<file path="src/rtl/top99_counter_display_if.sv">
// top99_counter_display_if: enable input and multiplexed 7-segment outputs of the counter display
interface top99_counter_display_if;
  logic       en;
  logic [3:0] sel;
  logic [6:0] seg;
  modport master (output en, input sel, seg);
  modport slave  (input en, output sel, seg);
endinterface

</file>
<file path="src/rtl/top99_counter_display.sv">
// top99_counter_display: 00..99 BCD counter on a 4-digit muxed 7-seg display; `LEADING_ZERO_BLANK_EN blanks a zero tens digit
module top99_counter_display #(
  parameter int TICK_DIV = 50_000_000,
  parameter int SCAN_DIV = 50_000
) (
  input logic                      clk_50mhz,
  input logic                      rst,
  top99_counter_display_if.slave   bus
);
  localparam int PW = $clog2(TICK_DIV);
  localparam int SW = $clog2(SCAN_DIV);
  localparam logic [3:0] BLANK = 4'hf;
  logic [PW-1:0] pre_q, pre_d;
  logic [3:0]    units_q, units_d, tens_q, tens_d;
  logic [SW-1:0] scan_q, scan_d;
  logic [1:0]    idx_q, idx_d;
  logic          tick, scan_wrap;
  logic [3:0]    digit;
  // next-state: prescaler holds while disabled, BCD digits advance on tick, scan free-runs
  always_comb begin
    tick      = bus.en && pre_q == PW'(TICK_DIV - 1);
    scan_wrap = scan_q == SW'(SCAN_DIV - 1);
    pre_d     = !bus.en ? pre_q : tick ? '0 : pre_q + 1'b1;
    units_d   = !tick ? units_q : units_q == 4'd9 ? 4'd0 : units_q + 4'd1;
    tens_d    = !(tick && units_q == 4'd9) ? tens_q : tens_q == 4'd9 ? 4'd0 : tens_q + 4'd1;
    scan_d    = scan_wrap ? '0 : scan_q + 1'b1;
    idx_d     = scan_wrap ? idx_q + 2'd1 : idx_q;
  end
  // state registers with synchronous active-low reset taking priority over everything
  always_ff @(posedge clk_50mhz) begin
    if (!rst) begin
      pre_q   <= '0;
      units_q <= '0;
      tens_q  <= '0;
      scan_q  <= '0;
      idx_q   <= '0;
    end else begin
      pre_q   <= pre_d;
      units_q <= units_d;
      tens_q  <= tens_d;
      scan_q  <= scan_d;
      idx_q   <= idx_d;
    end
  end
  // choose the digit for the active slot; slots 2 and 3 are always blank
  always_comb begin
`ifdef LEADING_ZERO_BLANK_EN
    digit = idx_q == 2'd0 ? units_q : (idx_q == 2'd1 && tens_q != 4'd0) ? tens_q : BLANK;
`else
    digit = idx_q == 2'd0 ? units_q : idx_q == 2'd1 ? tens_q : BLANK;
`endif
    bus.sel = ~(4'b0001 << idx_q);
  end
  // active-low gfedcba decode; any non-decimal code shows blank
  always_comb begin
    case (digit)
      4'd0:    bus.seg = 7'b1000000;
      4'd1:    bus.seg = 7'b1111001;
      4'd2:    bus.seg = 7'b0100100;
      4'd3:    bus.seg = 7'b0110000;
      4'd4:    bus.seg = 7'b0011001;
      4'd5:    bus.seg = 7'b0010010;
      4'd6:    bus.seg = 7'b0000010;
      4'd7:    bus.seg = 7'b1111000;
      4'd8:    bus.seg = 7'b0000000;
      4'd9:    bus.seg = 7'b0010000;
      default: bus.seg = 7'b1111111;
    endcase
  end
endmodule

</file>
<file path="src/flat_wrapper.sv">
// flat-port wrapper written by rule: the top's interface ports become plain ports
module top99_counter_display_flat 
#(
  parameter int TICK_DIV = 50_000_000,
  parameter int SCAN_DIV = 50_000
)
  (clk_50mhz, rst, bus_en, bus_sel, bus_seg);
  top99_counter_display_if bus_i ();
  input logic clk_50mhz;
  input logic rst;
  input wire logic [$bits(bus_i.en)-1:0] bus_en;
  output wire logic [$bits(bus_i.sel)-1:0] bus_sel;
  output wire logic [$bits(bus_i.seg)-1:0] bus_seg;
  assign bus_i.en = bus_en;
  assign bus_sel = bus_i.sel;
  assign bus_seg = bus_i.seg;
  top99_counter_display #(.TICK_DIV(TICK_DIV), .SCAN_DIV(SCAN_DIV)) u_core (.clk_50mhz(clk_50mhz), .rst(rst), .bus(bus_i));
endmodule
</file>
<file path="config.mk">
export PLATFORM = sky130hd
export DESIGN_NAME = top99_counter_display_flat
export DESIGN_NICKNAME = d
export VERILOG_FILES = /design/src/rtl/top99_counter_display_if.sv /design/src/rtl/top99_counter_display.sv /design/src/flat_wrapper.sv
export SDC_FILE = /design/constraint.sdc
export NUM_CORES = 1
export LEC_CHECK = 0
export ABC_AREA = 1
export CAP_MARGIN = 20
export CELL_PAD_IN_SITES_DETAIL_PLACEMENT = 1
export CELL_PAD_IN_SITES_GLOBAL_PLACEMENT = 2
export CORE_MARGIN = 2
export CORE_UTILIZATION = 37
export CTS_BUF_LIST = sky130_fd_sc_hd__clkbuf_8
export CTS_CLUSTER_SIZE = 12
export DETAILED_ROUTE_END_ITERATION = 10
export GPL_ROUTABILITY_DRIVEN = 1
export PLACE_DENSITY_LB_ADDON = 0.1
export SKIP_LAST_GASP = 1
export SLEW_MARGIN = 20
export SYNTH_ARGS = -nofsm -noshare
export SYNTH_HDL_FRONTEND = slang
export SYNTH_SLANG_ARGS = --single-unit
</file>
<file path="constraint.sdc">
create_clock -name clk_50mhz -period 2.8 [get_ports clk_50mhz]
set_clock_uncertainty 0.1 [all_clocks]
set_input_delay 0.56 -clock clk_50mhz [delete_from_list [all_inputs] [get_ports clk_50mhz]]
set_output_delay 0.56 -clock clk_50mhz [all_outputs]
set_load 0.02 [all_outputs]
</file>
[Yosys cells after proc, flatten, opt, wreduce, memory -nomap -nowiden]
Memory sizes are Yosys's and may differ from the RTL's.
Index checks and enable logic that the tools add are counted.
W data, S select, Z words.
Storage, ports and cells
  memory bits (writable): 0
  latch bits: 0
  register bits: 52
  ROM bits: 112
  logic and storage cells: 28
  memories: 1
Operators by class
  $lt $le $gt $ge: 0
  div/mod/pow operators: 0
  equality and inequality tests: 5
  multiply operators: 0
  shifts and indexed selects: 1
  bitwise gates (word level): 2
  add/sub/neg operators: 5
  reductions and logical operators: 4
  mux-type cells: 5
Memory list
  (no name shown): depth 16, width 7, rd ports 1, clocked after memory_dff 0, write ports 0, RTL line top99_counter_display.sv:56  | case (digit)
Operators by type and width (count)
  $add A26 B1 Y26 const B: 1
  $eq A26 B26 Y1 const B: 1
  $mux W26: 1
  $add A16 B1 Y16 const B: 1
  $eq A16 B16 Y1 const B: 1
  $mux W4: 4
  $add A4 B1 Y4 const B: 2
  $eq A4 B4 Y1 const B: 2
  $not A4 Y4: 1
  $shl A1 B2 Y4 const A: 1
  $add A2 B1 Y2 const B: 1
  $eq A2 B1 Y1 const B: 1
  $logic_and A1 B1 Y1: 2
  $logic_not A2 Y1: 1
  $reduce_or A2 Y1: 1
  $not A1 Y1: 1

[Longest topological paths before layout]
Gate-level depths: netlist (run 1).
An unclocked memory read counts as a cell.
  depth in word-level cells: 4
  depth in mapped cells: 11
  depth with buffers taken out: 10

[Worst setup path before layout (run 1)]
OpenSTA, ideal clock, no wires.
  path kind: reg-to-output
  start: reg u_core.idx_q[0]
  end: out bus_seg[5]
  data arrival time: 1739 ps
  data required time: 2140 ps
  stages on the path, launching flop included: 8
  setup slack: 401 ps
  cell sequence: dfxtp_1 > inv_1 > ha_1 > inv_2 > nand2_1 > o22ai_1 > nor2_1 > o21ai_0
On the way
  cells in the longest elaborated chain, start to end: 4
  elaborated cells between the ends (all ways): 5
Ends and longest elaborated chain
  start, declared: RTL line top99_counter_display.sv:16  | logic [1:0] idx_q, idx_d;
  start signal, assigned: RTL line top99_counter_display.sv:42  | idx_q <= idx_d;
  $eq A2 B1 Y1: RTL line top99_counter_display.sv:50  | digit = idx_q == 2'd0 ? units_q : idx_q == 2'd1 ? tens_q : BLANK;
  $mux W4: RTL line top99_counter_display.sv:50
  $mux W4 *: RTL line top99_counter_display.sv:50
  $mem_v2 Z16 W7 *
  end, declared: RTL line flat_wrapper.sv:13  | output wire logic [$bits(bus_i.seg)-1:0] bus_seg;
Mark *: on every way between the ends. The rest lies on a longest branch, timed or not.

[Worst setup path after layout (run 1)]
  start: reg u_core.idx_q[0]
  end: out bus_seg[0]
The elaborated chain is that of the path after synthesis.

==> results of run 1 <==
## Yosys cell counts
cell,count
buf_6,1
nor3_2,3
o21bai_1,1
nand4_2,1
ha_1,6
xnor2_1,2
o22ai_1,4
nand2_1,117
nor3b_1,3
nor3_1,12
or2_2,1
nor3_4,2
and2_1,1
o211ai_1,1
nand3_1,26
nor2_1,89
inv_2,3
xor2_1,5
nor2_2,4
nand2_2,8
nor2_4,5
buf_4,2
dfxtp_1,52
nand4_1,10
a211oi_1,1
nand3b_1,1
nand2_4,1
buf_2,3
a21oi_1,24
o21a_1,1
inv_1,58
nand3_2,4
a31oi_1,3
o21ai_0,12
or2_1,1
## kinds of logic after synthesis
group,count (synthesis),synth area share
buf+inv,67,0.0891
xor+xnor,7,0.0202
fa+ha+maj,6,0.0247
compound gates,47,0.0837
flops,52,0.343
simple gates,289,0.439
## flip-flops by register name, indices dropped and copies added, names as in the netlist
name and cells:
u_core.pre_q 26, u_core.idx_q 2, u_core.units_q 4, u_core.tens_q 4, u_core.scan_q 16
## metrics by stage
step           instance area, µm²  power (mW)  setup slack (ns)  hold slack (ns)  instances
5_1_grt                      3410        1.32           -0.0212            0.412        593
4_1_cts                      3400        1.30           -0.0194            0.383        592
6_report                     3410        1.27             0.103            0.375        593
3_5_place_dp                 3280       0.814           -0.0666            0.357        583
3_3_place_gp                 3280       0.812            0.0380            0.350        583
2_1_floorplan                3030       0.801             0.401            0.329        468
## final cells by class
type	count	area [µm²]	share of cell area
well taps	105	131	0.0385
multi-input cells	349	1780	0.521
clock buffers	6	82.6	0.0242
clock inverters	2	15.0	0.00440
repair buffers	18	133	0.0389
inverters	61	231	0.0679
flip-flops and latches	52	1040	0.305
## cell usage in the layout, fill, tap and decap left out, types with 2 or more instances in the layout
| cell type | instances |
|---|---|
| inv_1 | 58 |
| a31oi_1 | 3 |
| inv_2 | 2 |
| nand2_4 | 2 |
| nor3_2 | 3 |
| xor2_1 | 5 |
| buf_4 | 5 |
| nand3_1 | 26 |
| a21oi_1 | 24 |
| o22ai_4 | 2 |
| clkbuf_2 | 5 |
| nand4_1 | 10 |
| nor3b_1 | 3 |
| o21ai_0 | 12 |
| buf_2 | 2 |
| nor3_4 | 2 |
| ha_1 | 6 |
| clkinvlp_4 | 2 |
| dfxtp_1 | 52 |
| nand2_2 | 8 |
| xnor2_1 | 2 |
| o22ai_2 | 2 |
| nand3_2 | 4 |
| clkbuf_8 | 6 |
| clkdlybuf4s50_1 | 6 |
| nor2_2 | 5 |
| nor2_1 | 88 |
| nand2_1 | 116 |
| nor3_1 | 12 |
| nor2_4 | 5 |
## what timing repair did
action,4_1_cts,5_1_grt
endpoints found under the setup margin,7,7
buffers inserted,1,1
gates resized for setup,18,19
pin swaps,1,0
## power groups by stage
stage | clock, mW | combinational (mW) | sequential [mW]
finish | 0.473 | 0.0446 | 0.750
global placement | 0 | 0.0449 | 0.768
global route | 0.520 | 0.0520 | 0.752
CTS | 0.499 | 0.0461 | 0.751
detailed placement | 0 | 0.0463 | 0.768
floorplan | 0 | 0.0341 | 0.766
## path summary, 6_finish.rpt
kind | slack, ns | from | endpoint | cells after the start
max reg2reg | 0.99 | u_core.pre_q[1] | u_core.units_q[1] | 10
max | 0.10 | u_core.idx_q[0] | bus_seg[0] | 10
min reg2reg | 0.37 | u_core.scan_q[0] | u_core.scan_q[0] | 1
min | 0.37 | u_core.scan_q[0] | u_core.scan_q[0] | 1
## routing by layer
layer | wire [µm] | vias to the layer above | GRT usage
met2 | 3710 | 10 | 0.318
met3 | 79 | 8 | 0.0215
met5 | 0 | - | 0
met1 | 3960 | 1388 | 0.258
met4 | 95 | 0 | 0.0543
li1 | - | 1535 | -
## worst register-to-register path, cell delays in order (launching register included)
cell	delay (ns)
dfxtp_1	0.38
ha_1	0.25
nand3_2	0.18
nor2_4	0.18
inv_1	0.09
nor2_4	0.14
nand2_2	0.10
nand2_4	0.14
nand2_2	0.06
nand2_1	0.06
nand2_1	0.05
==> metrics.md, run 1 <==
| Metric | Value |
|---|---|
| Status | `completed` |
| Worst EP required | `2.14 ns` |
| Final net count | `approximately 500` |
| Leak Pwr | `1.37 nW` |
| Initial antenna violation count | `0` |
| Area contributors post-synth | `dfxtp_1 34%, nand2_1 14%, nor2_1 11%` |
| Synth warn | `0` |
| CTS clk-pin slew, worst paths | `0.10 ns` |
| Vias in the first global route | `2,916` |
| Post-synthesis cell type count | `35` |
| Pwr Density | `about 370 nW/µm²` |
| Slowest-stage cell, CP | `dfxtp_1` |
| Grt ovf | `0` |
| Setup crit end kind | `output port` |
| Syn avg cell area | `approximately 6.5 µm²` |
| Internal power | `961 µW` |
| DP HPWL | `6110 µm` |
| Clock Tree Root | `clkbuf_8` |
| Rel. slew slack | `0.751` |
| Antenna diodes | `0` |
| Switching Share | `0.242` |
| Max incr delay on CP | `0.37 ns` |
| GRT Resource Usage Total | `0.190` |
| Routed Antenna Nets | `0` |
| DR iter-0 viols | `between 60 and 70` |
| Clock insertion delay at the later pin of the skew report | `0.31 ns` |
| Die Ht | `94.6 µm` |
| Mapped Cells | `468` |
| Top Ports | `14` |
| Avg WL per Cell | `13.2 µm` |
| GP Congestion | `0.778` |
| # setup viols final | `0` |
| Hold Crit Class | `reg2reg` |
| Initial Util | `0.375` |
| Vias | `2,941` |
| Max Cap Viol | `0` |
| Buffers on Ports | `13` |
| Achievable Freq | `371 MHz` |
| Maximum vdd ir drop | `between 150 and 200 µV` |
| Critical path type | `reg2out` |
| Hold Buf Count CTS | `0` |
| Maximum root-to-sink buffer count | `2` |
| Core Area | `around 8000 µm²` |
| Util after Layout | `0.421` |
| Peak fanout along the critical path | `8` |
| Slew @ Worst Pin | `0.372 ns` |
| Post-synthesis sequential area ratio | `0.343` |
| Worst Setup Start Kind | `register` |
| FILL cells | `1,110` |
| Cell mode on critical path | `nand2_1` |
| H-Tree Depth | `2` |
| Proportion of power drawn by combinational gates | `0.035` |
| Drt drc | `0` |
| CTS tree | `yes` |
| Die area | `8940 µm²` |
| Largest net degree at the start of global routing | `17` |
| Cell taking the most area after synthesis | `dfxtp_1` |
| CP Data Arrival Time | `2.04 ns` |
| Final WL | `7850 µm` |
| Post-synth top area share | `0.343` |
| Final Max Tran Viols | `0` |
| First-pass GRT wire length | `13,600 µm` |
| Crit-path leading delay family | `buffers and inverters` |
| Final period util | `0.963` |
| Die Span X | `about 95 µm` |
| Area growth syn-to-layout | `12.4%` |
| CTS sink cnt | `52` |
| First drt pass iteration count | `4` |
| Row count | `33` |
| Yosys reg bits | `52` |
| Min Tclk post-route | `2.70 ns` |
| Post-Route Setup TNS | `0 ns` |
| Layout cells sized above 1 | `0.121` |
| Clock share of power | `0.373` |
| Switching power | `308 µW` |
| Post-DR vias/cell | `4.96` |
| Number of buffers created by CTS | `5` |
| Sequential share of power | `0.592` |
| Synthesized area | `3030 µm²` |
| Crit-path cells | `inv_1, ha_1, inv_4, nand2_4, o22ai_4, buf_4, nand2_1, nand2_1, xor2_1, buf_2` |
| Final Hold Viols | `0` |
| RSZ-0062 raised after global routing | `true` |
| Worst Path Buf+Inv | `4` |
| Post-synth net total | `477` |
No activity file was read; power rests on OpenSTA's default activity.
==> inputs of run 2 (changes only) <==
--- a/config.mk
+++ b/config.mk
@@ -10,12 +10,13 @@
 export CELL_PAD_IN_SITES_DETAIL_PLACEMENT = 1
 export CELL_PAD_IN_SITES_GLOBAL_PLACEMENT = 2
 export CORE_MARGIN = 2
-export CORE_UTILIZATION = 37
+export CORE_UTILIZATION = 35
 export CTS_BUF_LIST = sky130_fd_sc_hd__clkbuf_8
 export CTS_CLUSTER_SIZE = 12
 export DETAILED_ROUTE_END_ITERATION = 10
-export GPL_ROUTABILITY_DRIVEN = 1
+export GPL_ROUTABILITY_DRIVEN = 0
 export PLACE_DENSITY_LB_ADDON = 0.1
+export REMOVE_ABC_BUFFERS = 1
 export SKIP_LAST_GASP = 1
 export SLEW_MARGIN = 20
 export SYNTH_ARGS = -nofsm -noshare
==> constraint.sdc (replaced) <==
create_clock -name clk_50mhz -period 2.65 [get_ports clk_50mhz]
set_clock_uncertainty 0.1 [all_clocks]
set_input_delay 0.53 -clock clk_50mhz [delete_from_list [all_inputs] [get_ports clk_50mhz]]
set_output_delay 0.53 -clock clk_50mhz [all_outputs]
set_load 0.02 [all_outputs]
==> run 2 against run 1 <==
  * Worst hold slack lost 0.0049 ns
  * Routed wire length shrank 2.3%
  * Combinational power rose by 6.1%
  * Power increased by 13%
  * Critical path depth decreased by 1
==> metrics.md, run 2 (synthesis results as in run 1) <==
| Metric | Value |
|---|---|
| Status | `completed` |
| Largest net degree at the start of global routing | `17` |
| Max incr delay on CP | `0.33 ns` |
| CTS sink cnt | `52` |
| Buffers on Ports | `13` |
| Routed Antenna Nets | `0` |
| Final net count | `501` |
| Initial Util | `0.366` |
| Worst setup margin | `between 0.15 and 0.2 ns` |
| Post-DR vias/cell | `4.86` |
| Tot Pwr | `1.43 mW` |
| Worst Setup Start Kind | `register` |
| Final Hold Viols | `0` |
| Rel. slew slack | `0.749` |
| R2R Setup Slk | `between 0.8 and 0.9 ns` |
| Min Tclk post-route | `~2.5 ns` |
| Die Span X | `approximately 97 µm` |
| Worst hold endpoint | `u_core.scan_q[0]` |
| Final WL | `approximately 7700 µm` |
| FILL cells | `1,104` |
| Crit-path cells | `buf_4, ha_1, nand2_4, o22ai_4, nand2_1, inv_1, or2_4, o21ai_0, clkbuf_2` |
| Initial antenna violation count | `0` |
| Final period util | `0.938` |
| DR iter-0 viols | `75` |
| Setup crit end kind | `output port` |
| Commonest non-fill, non-tap cell in the layout | `nand2_1` |
| RR Startpoint | `u_core.scan_q[0]` |
| Top Ports | `14` |
| Layout cells sized above 1 | `0.134` |
| Die Ht | `97.1 µm` |
| Placed Area | `about 3300 µm²` |
| Avg WL per Cell | `12.8 µm` |
| Hold Buf Count CTS | `0` |
| Final Max Tran Viols | `0` |
| Core Area | `8300 µm²` |
| Max Cap Viol | `0` |
| Critical path type | `reg2out` |
| Number of buffers created by CTS | `5` |
| Pre-CTS worst setup slack | `-0.117 ns` |
| GRT Resource Usage Total | `0.168` |
| Commonest cells after routing, fill and taps aside | `116 x nand2_1, 88 x nor2_1, 57 x inv_1` |
| CTS tree | `yes` |
| Number of flip-flops in the largest register | `26` |
| Grt ovf | `0` |
| Pwr Density | `approximately 400 nW/µm²` |
| CTS clk-pin slew, worst paths | `approximately 0.10 ns` |
| RSZ-0062 raised after global routing | `false` |
| Biggest register | `u_core.pre_q` |
| Leak Pwr | `1.41 nW` |
| Clock Tree Root | `clkbuf_8` |
| First-pass GRT wire length | `between 10,000 and 15,000 µm` |
| Clock insertion delay at the later pin of the skew report | `between 0.3 and 0.4 ns` |
| Maximum root-to-sink buffer count | `2` |
| Largest regs | `u_core.pre_q: 26 flops, u_core.scan_q: 16 flops` |
| Slowest-stage cell, CP | `dfxtp_1` |
| Hold Crit Class | `reg2reg` |
| Worst hold start | `u_core.scan_q[0]` |
| Vias | `between 2,000 and 3,000` |
| CP Data Arrival Time | `approximately 1.9 ns` |
| First drt pass iteration count | `4` |
| Row count | `33` |
| Worst Hold Depth | `1` |
| H-Tree Depth | `2` |
| Drt drc | `0` |
| Reg2Reg Depth | `8` |
| Critical R2R Capture | `u_core.scan_q[10]` |
| Vias in the first global route | `2,862` |
| Slew @ Worst Pin | `0.376 ns` |
| Worst EP required | `2.02 ns` |
| Antenna diodes | `0` |
| Die area | `9430 µm²` |
| Final Instance Area | `3470 µm²` |
| DP HPWL | `6030 µm` |
| Peak fanout along the critical path | `6` |
| Area growth syn-to-layout | `14.5%` |
| # setup viols final | `0` |
| Achievable Freq | `402 MHz` |
| Maximum vdd ir drop | `~270 µV` |
==> run 2: cell count changes in the layout (fill, tap and decap cells not counted), sizes merged <==
cell      change
buf           +6
bufinv        +1
clkbuf        -1
clkinv        +1
clkinvlp      -2
==> run 2: critical path, delay by kind of cell, from the launching register on <==
family | cells | cell delay [ns]
AND/OR/NAND/NOR | 3 | 0.45
adder cells (fa/ha/maj) | 1 | 0.23
buffers and inverters | 3 | 0.38
flip-flops | 1 | 0.33
AO/OA/AOI/OAI | 2 | 0.16
==> run 2: cell type report <==
cell class	instances	area (µm²)	area share
Clock buffer	6	82.6	0.0238
Timing Repair Buffer	23	170	0.0490
Inverter	61	231	0.0666
Sequential cell	52	1040	0.300
Tap cell	105	131	0.0378
Clock inverter	2	38.8	0.0112
Multi-Input combinational cell	349	1780	0.512
==> run 2: timing repair <==
item | in CTS | in global routing
endpoints found under the setup margin | 7 | 7
pin swaps | 2 | 3
resized for setup | 24 | 16
buffers inserted | 2 | 1
hold endpoints to repair | 0 | 0
==> run 2: how the worst max path moves through the flow <==
stage,slack [ns],startpoint,endpoint
floorplan,0.28,u_core.idx_q[0],bus_seg[5]
CTS,-0.02,u_core.idx_q[0],bus_seg[2]
detailed placement,-0.12,u_core.idx_q[0],bus_seg[2]
finish,0.16,u_core.idx_q[0],bus_seg[2]
global route,0.04,u_core.idx_q[0],bus_seg[3]
global placement,-0.008,u_core.idx_q[0],bus_seg[2]
==> run 2: power by group <==
group          internal [mW]  total (mW)  leakage (nW)  switching [mW]
Combinational         0.0157      0.0473         0.929          0.0316
Sequential             0.787       0.793         0.420         0.00535
Clock                  0.310       0.590        0.0614           0.281
Total                   1.11        1.43          1.41           0.317
==> run 2: metal layers <==
| layer | vias up | track usage | share of wire |
|---|---|---|---|
| met2 | 19 | 0.276 | 0.46 |
| met4 | 0 | 0.0260 | 0.0064 |
| met1 | 1356 | 0.237 | 0.51 |
| met5 | - | 0 | 0 |
| li1 | 1528 | - | - |
| met3 | 4 | 0.0266 | 0.021 |
==> run 2: metrics by stage <==
step | std cells | utilization | TNS, ns | hold WS (ns)
after global placement | 587 | 0.398 | -0.0156 | 0.343
after CTS | 597 | 0.419 | -0.0232 | 0.378
after detailed placement | 587 | 0.398 | -0.618 | 0.353
after floorplan | 462 | - | 0 | 0.330
after global routing | 598 | 0.419 | 0 | 0.396
final | 598 | 0.419 | 0 | 0.370
==> inputs of run 3 (changes only) <==
--- a/config.mk
+++ b/config.mk
@@ -9,7 +9,7 @@
 export CAP_MARGIN = 20
 export CELL_PAD_IN_SITES_DETAIL_PLACEMENT = 1
 export CELL_PAD_IN_SITES_GLOBAL_PLACEMENT = 2
-export CORE_MARGIN = 2
+export CORE_MARGIN = 5
 export CORE_UTILIZATION = 35
 export CTS_BUF_LIST = sky130_fd_sc_hd__clkbuf_8
 export CTS_CLUSTER_SIZE = 12
==> run 3 against run 2 <==
  * Highest routed layer unchanged
  * Power grew 11%
  * Sequential share of layout area decreased by 0.24 points
  * Critical endpoint is now bus_seg[3]
  * Worst setup slack got worse by 0.016 ns
  * Non-clock buffer count did not move
==> metrics.md, run 3 (synthesis results as in run 1) <==
| Metric | Value |
|---|---|
| Vias in the first global route | `about 2,900` |
| CP Data Arrival Time | `1.87 ns` |
| CTS clk-pin slew, worst paths | `0.09 ns` |
| CTS sink cnt | `between 50 and 60` |
| Die Ht | `103 µm` |
| Buffers on Ports | `13` |
| Switching power | `approximately 310 µW` |
| Sequential share of power | `0.500` |
| Critical path type | `reg2out` |
| Final net count | `about 500` |
| CTS tree | `yes` |
| Hold Crit Class | `reg2reg` |
| Rel. slew slack | `0.740` |
| DP HPWL | `between 6000 and 7000 µm` |
| # setup viols final | `0` |
| Final period util | `0.944` |
| DR iter-0 viols | `76` |
| Commonest non-fill, non-tap cell in the layout | `nand2_1` |
| First-pass GRT wire length | `about 14,000 µm` |
| Final WL | `7530 µm` |
| Clock share of power | `0.471` |
| Proportion of power drawn by combinational gates | `0.029` |
| Initial antenna violation count | `0` |
| Clock insertion delay at the later pin of the skew report | `0.31 ns` |
| Top Ports | `14` |
| Die Span X | `103 µm` |
| Largest net degree at the start of global routing | `17` |
| Initial Util | `0.353` |
| GRT Resource Usage Total | `0.157` |
| Area growth syn-to-layout | `15.7%` |
| Worst EP required | `2.02 ns` |
| Post-DR vias/cell | `4.84` |
| Pwr Density | `452 nW/µm²` |
| Core Area | `~8600 µm²` |
| Slew @ Worst Pin | `between 0.3 and 0.4 ns` |
| Max Cap Viol | `0` |
| Min Tclk post-route | `2.50 ns` |
| H-Tree Depth | `2` |
| Achievable Freq | `400 MHz` |
| Largest regs | `u_core.pre_q: 26 flops, u_core.scan_q: 16 flops` |
| Worst Setup Start Kind | `register` |
| Routed Antenna Nets | `0` |
| Antenna diodes | `0` |
| Layout cells sized above 1 | `0.134` |
| Hold Buf Count CTS | `0` |
| Switching Share | `0.197` |
| Maximum vdd ir drop | `256 µV` |
| Leak Pwr | `between 1 and 1.5 nW` |
| Avg WL per Cell | `12.5 µm` |
| Peak fanout along the critical path | `5` |
| Drt drc | `0` |
| First drt pass iteration count | `4` |
| Grt ovf | `0` |
| Commonest cells after routing, fill and taps aside | `116 x nand2_1, 88 x nor2_1, 58 x inv_1` |
| Clock Tree Root | `clkbuf_8` |
| Biggest register | `u_core.pre_q` |
| Number of flip-flops in the largest register | `26` |
| Row count | `34` |
| Pre-CTS worst setup slack | `-0.0613 ns` |
| RSZ-0062 raised after global routing | `true` |
| Worst setup margin | `0.147 ns` |
| Number of buffers created by CTS | `5` |
| Tot Pwr | `1.59 mW` |
| Die area | `10,600 µm²` |
| Final Hold Viols | `0` |
| Vias | `just under 3,000` |
| Final Max Tran Viols | `0` |
| Setup crit end kind | `output port` |
| Internal power | `roughly 1.3 mW` |
| Status | `completed` |
| Maximum root-to-sink buffer count | `2` |
[run 3: cell types whose count changed in the layout (fill, tap and decap cells not counted), moves of 2 or more]
| cell | delta |
|---|---|
| o22ai_2 | +2 |
| buf_6 | +2 |
| dfxtp_2 | +2 |
| bufinv_16 | +2 |
| dfxtp_1 | -2 |
[run 3: repair_timing]
item | 4_1_cts | 5_1_grt
setup buffers | 1 | 2
resized for setup | 25 | 16
pin swaps | 2 | 1
setup endpoints to repair | 7 | 7
[run 3: final cells by class]
type / instances / area (µm²)
inverters: 61 / 229
clock inverters: 3 / 90.1
fillers: 1146 / 5080
well taps: 108 / 135
repair buffers: 23 / 180
multi-input cells: 349 / 1760
flip-flops and latches: 52 / 1040
clock buffers: 5 / 68.8
[run 3: worst paths after layout]
path	depth (start not counted)	slack [ns]	startpoint	end
min	1	0.37	u_core.scan_q[0]	u_core.scan_q[0]
max reg2reg	8	0.87	u_core.scan_q[0]	u_core.scan_q[10]
min reg2reg	1	0.37	u_core.scan_q[0]	u_core.scan_q[0]
max	11	0.15	u_core.idx_q[0]	bus_seg[3]
[run 3: critical path, stage by stage (launching register included)]
cell,delay (ns)
dfxtp_2,0.35
inv_1,0.05
ha_1,0.19
inv_2,0.10
nand2_2,0.12
o22ai_4,0.18
nor2_1,0.08
nor2_2,0.14
nand2_1,0.08
nand2_1,0.07
nand2_1,0.05
buf_4,0.15
[run 3: stage by stage]
step / instances / hold WS (ns) / setup TNS [ns] / cell area [µm²] / utilization
finish: 601 / 0.365 / 0 / 3510 / 0.408
global route: 601 / 0.400 / -0.0329 / 3510 / 0.408
CTS: 599 / 0.376 / 0 / 3510 / 0.408
detailed placement: 590 / 0.352 / -0.328 / 3310 / 0.385
global placement: 590 / 0.347 / -0.00511 / 3310 / 0.385
floorplan: 462 / 0.330 / 0 / 2990 / -
[run 3: layer usage]
metal	wire [µm]	vias up	global-route usage	share of wire
li1	-	1529	-	-
met1	3950	1363	0.227	0.52
met2	3370	13	0.251	0.45
met3	135	6	0.0203	0.018
met4	73	0	0.0359	0.0097
met5	0	-	0	0
[run 3: power groups by stage]
stage               Sequential [mW]  Combinational, mW  Clock (mW)
floorplan                     0.810             0.0268           0
global placement              0.811             0.0465           0
detailed placement            0.811             0.0476           0
CTS                           0.793             0.0477       0.780
global route                  0.794             0.0549       0.807
finish                        0.793             0.0464       0.748
